## src/rtl/mem_access_unit_if.sv

```systemverilog
// mem_access_unit_if: pipeline-side and data-bus signals
// of the memory-stage load/store unit.
`timescale 1ns/1ps
interface mem_access_unit_if;
  logic [31:0] ADDR_MEM;
  logic [31:0] MEMINPUTDATA_MEM;
  logic        MEMREAD_MEM;
  logic        MEMWRITE_MEM;
  logic [2:0]  FUNCT3_MEM;
  logic        DREQ;
  logic        DWE;
  logic [31:0] DADDR;
  logic [31:0] DWDATA;
  logic [3:0]  DBE;
  logic [31:0] DRDATA;
  logic        DACK;
  logic        STALL_MEM;
  logic [31:0] LOADDATA_WB;
  logic        LOADVALID_WB;
  logic        MISALIGN_WB;
  logic        BUSERR_WB;

  modport master (
    input  ADDR_MEM, MEMINPUTDATA_MEM,
    input  MEMREAD_MEM, MEMWRITE_MEM,
    input  FUNCT3_MEM, DRDATA, DACK,
    output DREQ, DWE, DADDR, DWDATA, DBE,
    output STALL_MEM, LOADDATA_WB,
    output LOADVALID_WB, MISALIGN_WB,
    output BUSERR_WB
  );

  modport slave (
    output ADDR_MEM, MEMINPUTDATA_MEM,
    output MEMREAD_MEM, MEMWRITE_MEM,
    output FUNCT3_MEM, DRDATA, DACK,
    input  DREQ, DWE, DADDR, DWDATA, DBE,
    input  STALL_MEM, LOADDATA_WB,
    input  LOADVALID_WB, MISALIGN_WB,
    input  BUSERR_WB
  );
endinterface

```

## src/rtl/mem_access_unit.sv

```systemverilog
// mem_access_unit: MEM-stage load/store unit with byte-lane
// formatting, req/ack bus cycle, timeout and load extension.
`timescale 1ns/1ps
module mem_access_unit #(
  parameter int ACK_TIMEOUT = 255
) (
  input logic CLK,
  input logic RESET,
  mem_access_unit_if.master bus
);
  localparam int CW = $clog2(ACK_TIMEOUT) + 1;
  localparam logic [CW-1:0] TMAX = CW'(ACK_TIMEOUT - 1);

  typedef enum logic {IDLE, BUSY} state_t;

  state_t        state;
  logic [CW-1:0] cnt;
  logic [1:0]    alo_q;
  logic [2:0]    f3_q;

  logic        access;
  logic        legal;
  logic        done;
  logic [31:0] wdata;
  logic [3:0]  be;
  logic [7:0]  lbyte;
  logic [15:0] lhalf;
  logic [31:0] ldata;

  assign access = bus.MEMREAD_MEM | bus.MEMWRITE_MEM;

  // a BUSY cycle ends on ack or on the last allowed wait cycle
  assign done = bus.DACK | (cnt == TMAX);

  // stall while a legal access is issuing or waiting on the bus
  assign bus.STALL_MEM = (state == IDLE) ?
                         (access & legal) : ~done;

  // size/alignment legality of the access in MEM
  always_comb begin
    legal = 1'b0;
    unique case (bus.FUNCT3_MEM)
      3'b000, 3'b100: legal = 1'b1;
      3'b001, 3'b101: legal = ~bus.ADDR_MEM[0];
      3'b010:         legal = (bus.ADDR_MEM[1:0] == 2'b00);
      default:        legal = 1'b0;
    endcase
  end

  // store data replication and byte-enable pattern
  always_comb begin
    wdata = bus.MEMINPUTDATA_MEM;
    be    = 4'b1111;
    unique case (1'b1)
      (bus.FUNCT3_MEM[1:0] == 2'b00): begin
        wdata = {4{bus.MEMINPUTDATA_MEM[7:0]}};
        be    = 4'b0001 << bus.ADDR_MEM[1:0];
      end
      (bus.FUNCT3_MEM[1:0] == 2'b01): begin
        wdata = {2{bus.MEMINPUTDATA_MEM[15:0]}};
        be    = bus.ADDR_MEM[1] ? 4'b1100 : 4'b0011;
      end
      default: begin
        wdata = bus.MEMINPUTDATA_MEM;
        be    = 4'b1111;
      end
    endcase
  end

  // lane select and extension using the latched offset/size
  always_comb begin
    lbyte = bus.DRDATA[{alo_q, 3'b000} +: 8];
    lhalf = alo_q[1] ? bus.DRDATA[31:16] : bus.DRDATA[15:0];
    ldata = bus.DRDATA;
    unique case (f3_q)
      3'b000:  ldata = {{24{lbyte[7]}}, lbyte};
      3'b100:  ldata = {24'h0, lbyte};
      3'b001:  ldata = {{16{lhalf[15]}}, lhalf};
      3'b101:  ldata = {16'h0, lhalf};
      default: ldata = bus.DRDATA;
    endcase
  end

  // issue/wait FSM with registered bus and writeback outputs
  always_ff @(posedge CLK or posedge RESET) begin
    if (RESET) begin
      state            <= IDLE;
      cnt              <= '0;
      alo_q            <= '0;
      f3_q             <= '0;
      bus.DREQ         <= 1'b0;
      bus.DWE          <= 1'b0;
      bus.DADDR        <= '0;
      bus.DWDATA       <= '0;
      bus.DBE          <= '0;
      bus.LOADDATA_WB  <= '0;
      bus.LOADVALID_WB <= 1'b0;
      bus.MISALIGN_WB  <= 1'b0;
      bus.BUSERR_WB    <= 1'b0;
    end else begin
      bus.LOADVALID_WB <= 1'b0;
      bus.MISALIGN_WB  <= 1'b0;
      bus.BUSERR_WB    <= 1'b0;
      unique case (state)
        IDLE: begin
          if (access && legal) begin
            state      <= BUSY;
            cnt        <= '0;
            bus.DREQ   <= 1'b1;
            bus.DWE    <= bus.MEMWRITE_MEM;
            bus.DADDR  <= {bus.ADDR_MEM[31:2], 2'b00};
            bus.DWDATA <= wdata;
            bus.DBE    <= be;
            alo_q      <= bus.ADDR_MEM[1:0];
            f3_q       <= bus.FUNCT3_MEM;
          end else if (access) begin
            bus.MISALIGN_WB <= 1'b1;
          end
        end
        BUSY: begin
          if (bus.DACK) begin
            state    <= IDLE;
            bus.DREQ <= 1'b0;
            if (!bus.DWE) begin
              bus.LOADDATA_WB  <= ldata;
              bus.LOADVALID_WB <= 1'b1;
            end
          end else if (cnt == TMAX) begin
            state         <= IDLE;
            bus.DREQ      <= 1'b0;
            bus.BUSERR_WB <= 1'b1;
          end else begin
            cnt <= cnt + CW'(1);
          end
        end
        default: state <= IDLE;
      endcase
    end
  end
endmodule
```

## src/flat_wrapper.sv

```systemverilog
// flat-port wrapper written by rule: the top's interface ports become plain ports
module mem_access_unit_flat 
#(
  parameter int ACK_TIMEOUT = 255
)
  (CLK, RESET, bus_ADDR_MEM, bus_MEMINPUTDATA_MEM, bus_MEMREAD_MEM, bus_MEMWRITE_MEM, bus_FUNCT3_MEM, bus_DRDATA, bus_DACK, bus_DREQ, bus_DWE, bus_DADDR, bus_DWDATA, bus_DBE, bus_STALL_MEM, bus_LOADDATA_WB, bus_LOADVALID_WB, bus_MISALIGN_WB, bus_BUSERR_WB);
  mem_access_unit_if bus_i ();
  input logic CLK;
  input logic RESET;
  input wire logic [$bits(bus_i.ADDR_MEM)-1:0] bus_ADDR_MEM;
  input wire logic [$bits(bus_i.MEMINPUTDATA_MEM)-1:0] bus_MEMINPUTDATA_MEM;
  input wire logic [$bits(bus_i.MEMREAD_MEM)-1:0] bus_MEMREAD_MEM;
  input wire logic [$bits(bus_i.MEMWRITE_MEM)-1:0] bus_MEMWRITE_MEM;
  input wire logic [$bits(bus_i.FUNCT3_MEM)-1:0] bus_FUNCT3_MEM;
  input wire logic [$bits(bus_i.DRDATA)-1:0] bus_DRDATA;
  input wire logic [$bits(bus_i.DACK)-1:0] bus_DACK;
  output wire logic [$bits(bus_i.DREQ)-1:0] bus_DREQ;
  output wire logic [$bits(bus_i.DWE)-1:0] bus_DWE;
  output wire logic [$bits(bus_i.DADDR)-1:0] bus_DADDR;
  output wire logic [$bits(bus_i.DWDATA)-1:0] bus_DWDATA;
  output wire logic [$bits(bus_i.DBE)-1:0] bus_DBE;
  output wire logic [$bits(bus_i.STALL_MEM)-1:0] bus_STALL_MEM;
  output wire logic [$bits(bus_i.LOADDATA_WB)-1:0] bus_LOADDATA_WB;
  output wire logic [$bits(bus_i.LOADVALID_WB)-1:0] bus_LOADVALID_WB;
  output wire logic [$bits(bus_i.MISALIGN_WB)-1:0] bus_MISALIGN_WB;
  output wire logic [$bits(bus_i.BUSERR_WB)-1:0] bus_BUSERR_WB;
  assign bus_i.ADDR_MEM = bus_ADDR_MEM;
  assign bus_i.MEMINPUTDATA_MEM = bus_MEMINPUTDATA_MEM;
  assign bus_i.MEMREAD_MEM = bus_MEMREAD_MEM;
  assign bus_i.MEMWRITE_MEM = bus_MEMWRITE_MEM;
  assign bus_i.FUNCT3_MEM = bus_FUNCT3_MEM;
  assign bus_i.DRDATA = bus_DRDATA;
  assign bus_i.DACK = bus_DACK;
  assign bus_DREQ = bus_i.DREQ;
  assign bus_DWE = bus_i.DWE;
  assign bus_DADDR = bus_i.DADDR;
  assign bus_DWDATA = bus_i.DWDATA;
  assign bus_DBE = bus_i.DBE;
  assign bus_STALL_MEM = bus_i.STALL_MEM;
  assign bus_LOADDATA_WB = bus_i.LOADDATA_WB;
  assign bus_LOADVALID_WB = bus_i.LOADVALID_WB;
  assign bus_MISALIGN_WB = bus_i.MISALIGN_WB;
  assign bus_BUSERR_WB = bus_i.BUSERR_WB;
  mem_access_unit #(.ACK_TIMEOUT(ACK_TIMEOUT)) u_core (.CLK(CLK), .RESET(RESET), .bus(bus_i));
endmodule
```

## config.mk

```make
export PLATFORM = sky130hd
export DESIGN_NAME = mem_access_unit_flat
export DESIGN_NICKNAME = d
export VERILOG_FILES = /design/src/rtl/mem_access_unit_if.sv /design/src/rtl/mem_access_unit.sv /design/src/flat_wrapper.sv
export SDC_FILE = /design/constraint.sdc
export NUM_CORES = 1
export LEC_CHECK = 0
export ABC_AREA = 1
export BUFFER_PORTS_ARGS = -buffer_cell sky130_fd_sc_hd__buf_2
export CAP_MARGIN = 20
export CORE_MARGIN = 1
export CORE_UTILIZATION = 50
export CTS_CLUSTER_SIZE = 16
export DETAILED_ROUTE_END_ITERATION = 16
export HOLD_SLACK_MARGIN = 0.05
export PLACE_DENSITY = 0.8
export SLEW_MARGIN = 25
export SYNTH_ARGS = -nofsm -noshare
export SYNTH_HDL_FRONTEND = slang
export SYNTH_SLANG_ARGS = --single-unit
export TNS_END_PERCENT = 100
```

## constraint.sdc

```tcl
create_clock -name CLK -period 4.2 [get_ports CLK]
set_clock_uncertainty 0.1 [all_clocks]
set_input_delay 0.21 -clock CLK [delete_from_list [all_inputs] [get_ports CLK]]
set_output_delay 0.21 -clock CLK [all_outputs]
set_load 0.005 [all_outputs]
```

==> impl_results.md, run 1 <==
* Commonest non-fill, non-tap cell in the layout: nand2_1
* TritonCTS clock tree: built
* Leak pwr at 4.51 nW
* Clock buffer depth at 2
* CORE AREA at between 0.01 and 0.015 mm^2
* PortBufs at between 200 and 250
* Setup tns final at 0 ns
* Hold Crit Depth at 5
* Most frequent cells in the layout: 317 x nand2_1, 207 x buf_2, 118 x dfrtp_1, 69 x dlygate4sd3_1, 68 x inv_1
* Finish-stage setup viols at 0
* Slew HR at 47.9%
* Final worst-path cycle share at a little over three fifths
* DP Area at ~0.0069 mm^2
* Synth area leader: dfrtp_1
* Critical Path AT at around 2.9 ns
* Crit-path max cell delay at a little over 0.7 ns
* Root buffer cell: clkbuf_16
* Total Wirelength at 18300 um
* Max Clk Rate at around 380 MHz
* RSZ-0062 raised after global routing: false
* HP Class: in -> reg
* Starting Density at between 50 and 60%
* Worst Path Max Fanout at 55
* 1st-iter DRT viols at about 740
* Status: completed
* Post-cts resize count at 0
* Yosys top cell area share at between 50% and 60%
* Nets at 1136
* # rows at 39
* Worst-margin pin slew at approximately 0.78 ns
* Number of max-cap violations at 0
* Setup bufs post-CTS at 0
* Final Worst Setup Slack at around 1.6 ns
* Synth Warn # at 0
* I/O pin cnt at 210
* Setup crit start kind: register
* GRT Resource Usage Total at about 31%
* Yosys cell types at 32
* Largest net degree at the start of global routing at 58
* Vias in the first global route at between 5k and 6k
* VDD IR max at between 0.3 and 0.4 mV
* Critical Path RT at 4.44 ns
* Avg Vias per Cell at ~5.2
* Clock-pin slew on the worst setup and hold paths at around 0.06 ns
* Worst-Skew Late Latency at between 0.4 and 0.5 ns
* Buf/Inv on CP at 3
* CP cell instances: inv_1 > o21ai_0 > inv_1 > nand2_4 > inv_2 > nand2_1 > nand2_1
* Yosys reg bits at around 120
* Worst hold margin at approximately 0.058 ns
* Post-Syn Area per Cell at around 7.6 um^2
* Die W at ~110 um
* TritonCTS buffer count at 17
* Initial antenna violation count at 0
* Area Overhead vs Synth at 39.4%
* Setup crit end kind: register
* Die Area at around 0.012 mm^2
* DP HPWL at 11000 um
* First-pass GRT wire length at ~29000 um
* Worst-case reg-to-reg path depth at 7
* Ranking of synthesized cells by area: dfrtp_1 50%, nand2_1 20%, inv_1 4.4%
* Power Total at 4.49 mW
* DRC viols at 0
* Final Hold Fails at 0
* Critical path's slowest cell: inv_2
* Area of the multi-input gates at 0.00240 mm^2
* Setup CP Type: reg -> reg
* Mapped Area at between 0.005 and 0.006 mm^2
* Power Dens Cells at approximately 550 mW/mm^2
* Layout cells sized above 1 at 25.8%
* Total gr overflow at 0
* Pre-CTS setup slack at 1.45 ns
* Finished Cell Area at 0.00816 mm^2
* Synthesized instance count at 773
* Top delay family on crit path: buffers and inverters
* # H-tree levels at 4
* Final slew viol count at 0
* GPL Wtd Cong at about 0.88
* # clock sinks at between 100 and 150
* Post-synthesis sequential area ratio at roughly half
* TritonRoute pass-1 iters at 5
* Final worst path period need at between 2 and 3 ns
* Diode count at 0
* Fillers at 825
* Post-DR wirelength/cell at roughly 15 um
* DIE HEIGHT at ~110 um
* WP depth at 7
* Register area at 0.00295 mm^2
* Vias at just over 6k
* DRT antenna net count at 0
-- layout make-up --
class / instances / share of cell area [%]
multi-input cells: 542 / 29.4
clock buffers: 20 / 5.47
inverters: 70 / 3.25
repair buffers: 281 / 21.6
clock inverters: 12 / 1.87
well taps: 143 / 2.19
flip-flops and latches: 118 / 36.2
-- cell families after synthesis --
family          count (synthesis)  share of synthesized area [%]
simple gates                  424                           30.1
flops                         118                           50.4
buf+inv                       114                           8.69
compound gates                113                           10.1
fa+ha+maj                       2                          0.427
xor+xnor                        1                          0.150
other cells                     1                         0.0640
-- where the power goes --
part	total (mW)	switching (mW)	internal, mW	leakage [nW]
sequential	1.74	0.252	1.49	1.45
combinational	1.27	0.692	0.578	2.77
clock	1.48	0.538	0.947	0.282
total	4.49	1.48	3.01	4.51
-- metrics by stage --
stage	utilization (%)	std cells
after floorplan	-	774
after global placement	60.2	1085
after detailed placement	60.2	1085
after CTS	71.5	1186
after global routing	71.5	1186
final	71.5	1186
-- cells in the mapped netlist (all sizes together) --
cell type and n:
a211oi 1, a21boi 1, a21oi 50, a31oi 7
buf 27, clkbuf 17, conb 1, dfrtp 118
ha 2, inv 70, nand2 321, nand3 49
nand3b 2, nand4 7, nor2 24, nor3 2
nor3b 2, o211ai 2, o21ai 52, or2 17
xor2 1
-- timing repair --
action / CTS / global route
setup endpoints to repair: 0 / 0
hold endpoints to repair: 124 / 0
hold buffers: 69 / 0
-- registers in the layout, indices dropped and copies added, names as in the netlist --
name	count
u_core.bus.DWE	1
u_core.bus.DBE	4
u_core.f3_q	3
u_core.state	1
u_core.bus.DWDATA	32
u_core.bus.DREQ	1
u_core.alo_q	2
u_core.bus.MISALIGN_WB	1
u_core.cnt	9
u_core.bus.DADDR	30
u_core.bus.LOADDATA_WB	32
u_core.bus.BUSERR_WB	1
u_core.bus.LOADVALID_WB	1
-- per-layer routing --
layer	part of all wire (%)	track usage, %
met4	3.5	13.3
met2	46	48.8
met1	42	40.6
met3	8.5	8.23
met5	0	0
-- path summary, 6_finish.rpt --
path / start / to / slack, ns
min in group asynchronous: RESET / u_core.bus.LOADDATA_WB[29]$_DFFE_PP0P_ / 0.36
max in group asynchronous: RESET / u_core.bus.DADDR[2]$_DFFE_PP0P_ / 2.73
hold / removal: bus_DRDATA[28] / u_core.bus.LOADDATA_WB[28]$_DFFE_PP0P_ / 0.06
setup reg to reg: u_core.state$_DFF_PP0_ / u_core.bus.DADDR[2]$_DFFE_PP0P_ / 1.55
hold reg to reg: u_core.bus.DWDATA[21]$_DFFE_PP0P_ / u_core.bus.DWDATA[21]$_DFFE_PP0P_ / 0.37
setup / recovery: u_core.state$_DFF_PP0_ / u_core.bus.DADDR[2]$_DFFE_PP0P_ / 1.55
-- worst min-delay path: stages --
cell and delay (ns):
buf_2 0.10, a21oi_1 0.06, nand3_1 0.08, nand2_1 0.05, inv_1 0.04
No activity file was read; power rests on OpenSTA's default activity.
==> inputs of run 2 (changes only) <==
CORE_UTILIZATION = 45   (was 50)
PLACE_DENSITY = 0.76   (was 0.8)
clock period = 2.27 ns   (was 4.2 ns; I/O delays follow)
==> run 2 against run 1 <==
  * Sequential power up 83%
  * First-iteration DRC count is 12% lower
  * Utilization decreased by 2.7 points
  * Global-route usage down 0.78 points
  * Via count up 4.0%
  * Setup slack worse by 1.4 ns
  * Cell count up 6.6%
  * Cell area is 6.8% higher
  * Wire length is 7.8% higher
  * Combinational power is 100% higher
  * Power grew 87%
  * Sequential cell count is the same
==> impl_results.md, run 2 (synthesized netlist as in run 1, its figures left out) <==
* Status: completed
* Clock-pin slew on the worst setup and hold paths at 0.06 ns
* Utilization after layout at between 60 and 70%
* Buf/Inv on CP at 3
* Initial antenna violation count at 1
* Vias at 6455
* Worst Path Max Fanout at 13
* Critical Path RT at about 2.5 ns
* Largest net degree at the start of global routing at roughly 110
* Die W at approximately 120 um
* Top delay family on crit path: buffers and inverters
* Setup crit start kind: primary input
* Post-DR wirelength/cell at approximately 16 um
* TritonRoute pass-1 iters at 6
* # H-tree levels at 4
* First-pass GRT wire length at approximately 31000 um
* Crit-path max cell delay at 0.57 ns
* Setup crit end kind: register
* Worst-margin pin slew at about 0.63 ns
* Number of max-cap violations at 0
* Pre-CTS setup slack at 0.508 ns
* Worst-Skew Late Latency at just over 0.4 ns
* Finished Cell Area at just under 0.009 mm^2
* WP depth at 8
* # clock sinks at about 120
* Crit Reg-Reg Endpoint: u_core.bus.LOADDATA_WB[18]$_DFFE_PP0P_
* Final Hold Fails at 0
* PortBufs at 207
* CORE AREA at ~0.013 mm^2
* Setup tns final at 0 ns
* Slew HR at 57.7%
* Critical path's slowest cell: dlygate4sd3_1
* VDD IR max at 0.563 mV
* Placed cells at ~1.1k
* Layout cells sized above 1 at between 20% and 30%
* Final slew viol count at 0
* Leak pwr at 4.74 nW
* Area Overhead vs Synth at 48.8%
* Critical Path AT at about 2.4 ns
* GRT Resource Usage Total at a little over 30%
* WHS Endpoint: u_core.f3_q[1]$_DFFE_PP0P_
* Starting Density at between 40% and 50%
* Sw frac at approximately 33%
* I/O pin cnt at 210
* Final worst path period need at between 2 and 2.5 ns
* Worst hold margin at approximately 0.12 ns
* Clock buffer depth at 2
* Final worst-path cycle share at a little over nine tenths
* CP cell instances: dlygate4sd3_1 > clkbuf_4 > nor2_1 > nand2_1 > nand2_1 > a21oi_1 > dlygate4sd3_1 > o21ai_0
* Max Clk Rate at 468 MHz
* Final Worst Setup Slack at approximately 0.13 ns
* Root buffer cell: clkbuf_16
* RSZ-0062 raised after global routing: false
* Most frequent cells in the layout: 317 x nand2_1, 206 x buf_2, 118 x dfrtp_1, 109 x dlygate4sd3_1, 68 x inv_1
* Finish-stage setup viols at 0
* Die Area at approximately 0.013 mm^2
* Avg Vias per Cell at a little over 5
* Total Wirelength at between 15000 and 20000 um
* DRC viols at 0
* Worst-case reg-to-reg path depth at 8
* Setup CP Type: in -> reg
* Vias in the first global route at ~6.4k
* TritonCTS buffer count at 17
* HP Class: in -> reg
* GPL Wtd Cong at approximately 0.90
* Internal at roughly 5.6 mW
* Commonest non-fill, non-tap cell in the layout: nand2_1
* Hold Crit Depth at 3
* Nets at roughly 1.2k
* Clock power frac at roughly a third
* Hold Crit Start: bus_FUNCT3_MEM[1]
* Top flop regs: u_core.bus.DWDATA x32, u_core.bus.LOADDATA_WB x32, u_core.bus.DADDR x30
* DIE HEIGHT at 116 um
* TritonCTS clock tree: built
* 1st-iter DRT viols at roughly 650
* Fillers at around 950
* Non-Filler Instances at roughly 1.3k
* DP HPWL at roughly 11000 um
* Comb power frac at 30.3%
* # rows at a little over 40
* Total gr overflow at 0
* DP Area at between 0.007 and 0.008 mm^2
* Sequential share of power at between 30% and 40%
* Power Total at around 8.4 mW
* R2r startpoint: u_core.alo_q[1]$_DFFE_PP0P_
* DRT antenna net count at 0
* Worst R2R Setup Slack at around 0.46 ns
* Power Dens Cells at slightly below 1000 mW/mm^2
* Switch Pwr at between 2 and 3 mW
[run 2: what timing repair did]
action / CTS / global route
hold buffers: 109 / 0
endpoints found under the hold margin: 132 / 0
resized for setup: 0 / 2
endpoints found under the setup margin: 0 / 1
buffers inserted: 0 / 0
[run 2: worst max-delay path by stage]
| stage | from | end | slack [ns] |
|---|---|---|---|
| global route | bus_FUNCT3_MEM[0] | bus_STALL_MEM | 0.06 |
| global placement | bus_FUNCT3_MEM[0] | bus_STALL_MEM | 0.55 |
| floorplan | RESET | u_core.alo_q[0]$_DFFE_PP0P_ | 0.62 |
| CTS | bus_FUNCT3_MEM[0] | bus_STALL_MEM | 0.01 |
| detailed placement | u_core.alo_q[1]$_DFFE_PP0P_ | u_core.bus.LOADDATA_WB[26]$_DFFE_PP0P_ | 0.51 |
| finish | bus_FUNCT3_MEM[0] | u_core.bus.DWDATA[14]$_DFFE_PP0P_ | 0.13 |
[run 2: power by group through the flow]
| stage | Sequential [mW] | Clock (mW) | Combinational, mW |
|---|---|---|---|
| floorplan | 3.15 | 0 | 1.28 |
| global placement | 3.18 | 0 | 2.25 |
| finish | 3.19 | 2.66 | 2.54 |
| detailed placement | 3.17 | 0 | 2.30 |
| global route | 3.26 | 2.79 | 2.86 |
| CTS | 3.16 | 2.70 | 2.46 |
[run 2: worst min-delay path, delay by kind of cell]
kind	cells	cell delay (ns)
AO/OA/AOI/OAI	1	0.21
buffers and inverters	2	0.27
[run 2: layout make-up]
type                       count  area, um^2  share of cell area [%]
clock buffer                  22         484                    5.55
tap                          172         215                    2.47
clock inverter                 9         100                    1.15
antenna                        2        5.00                  0.0574
inverter                      70         267                    3.06
timing repair buffer         329        2290                    26.3
multi-input combinational    542        2400                    27.6
sequential                   118        2950                    33.9
[run 2: metal layers]
metal	wire length (um)	GRT usage (%)	share of wire, %
met2	9250	47.8	47
met4	1020	18.6	5.2
met5	0	0	0
met3	1650	8.47	8.3
met1	7810	36.8	40
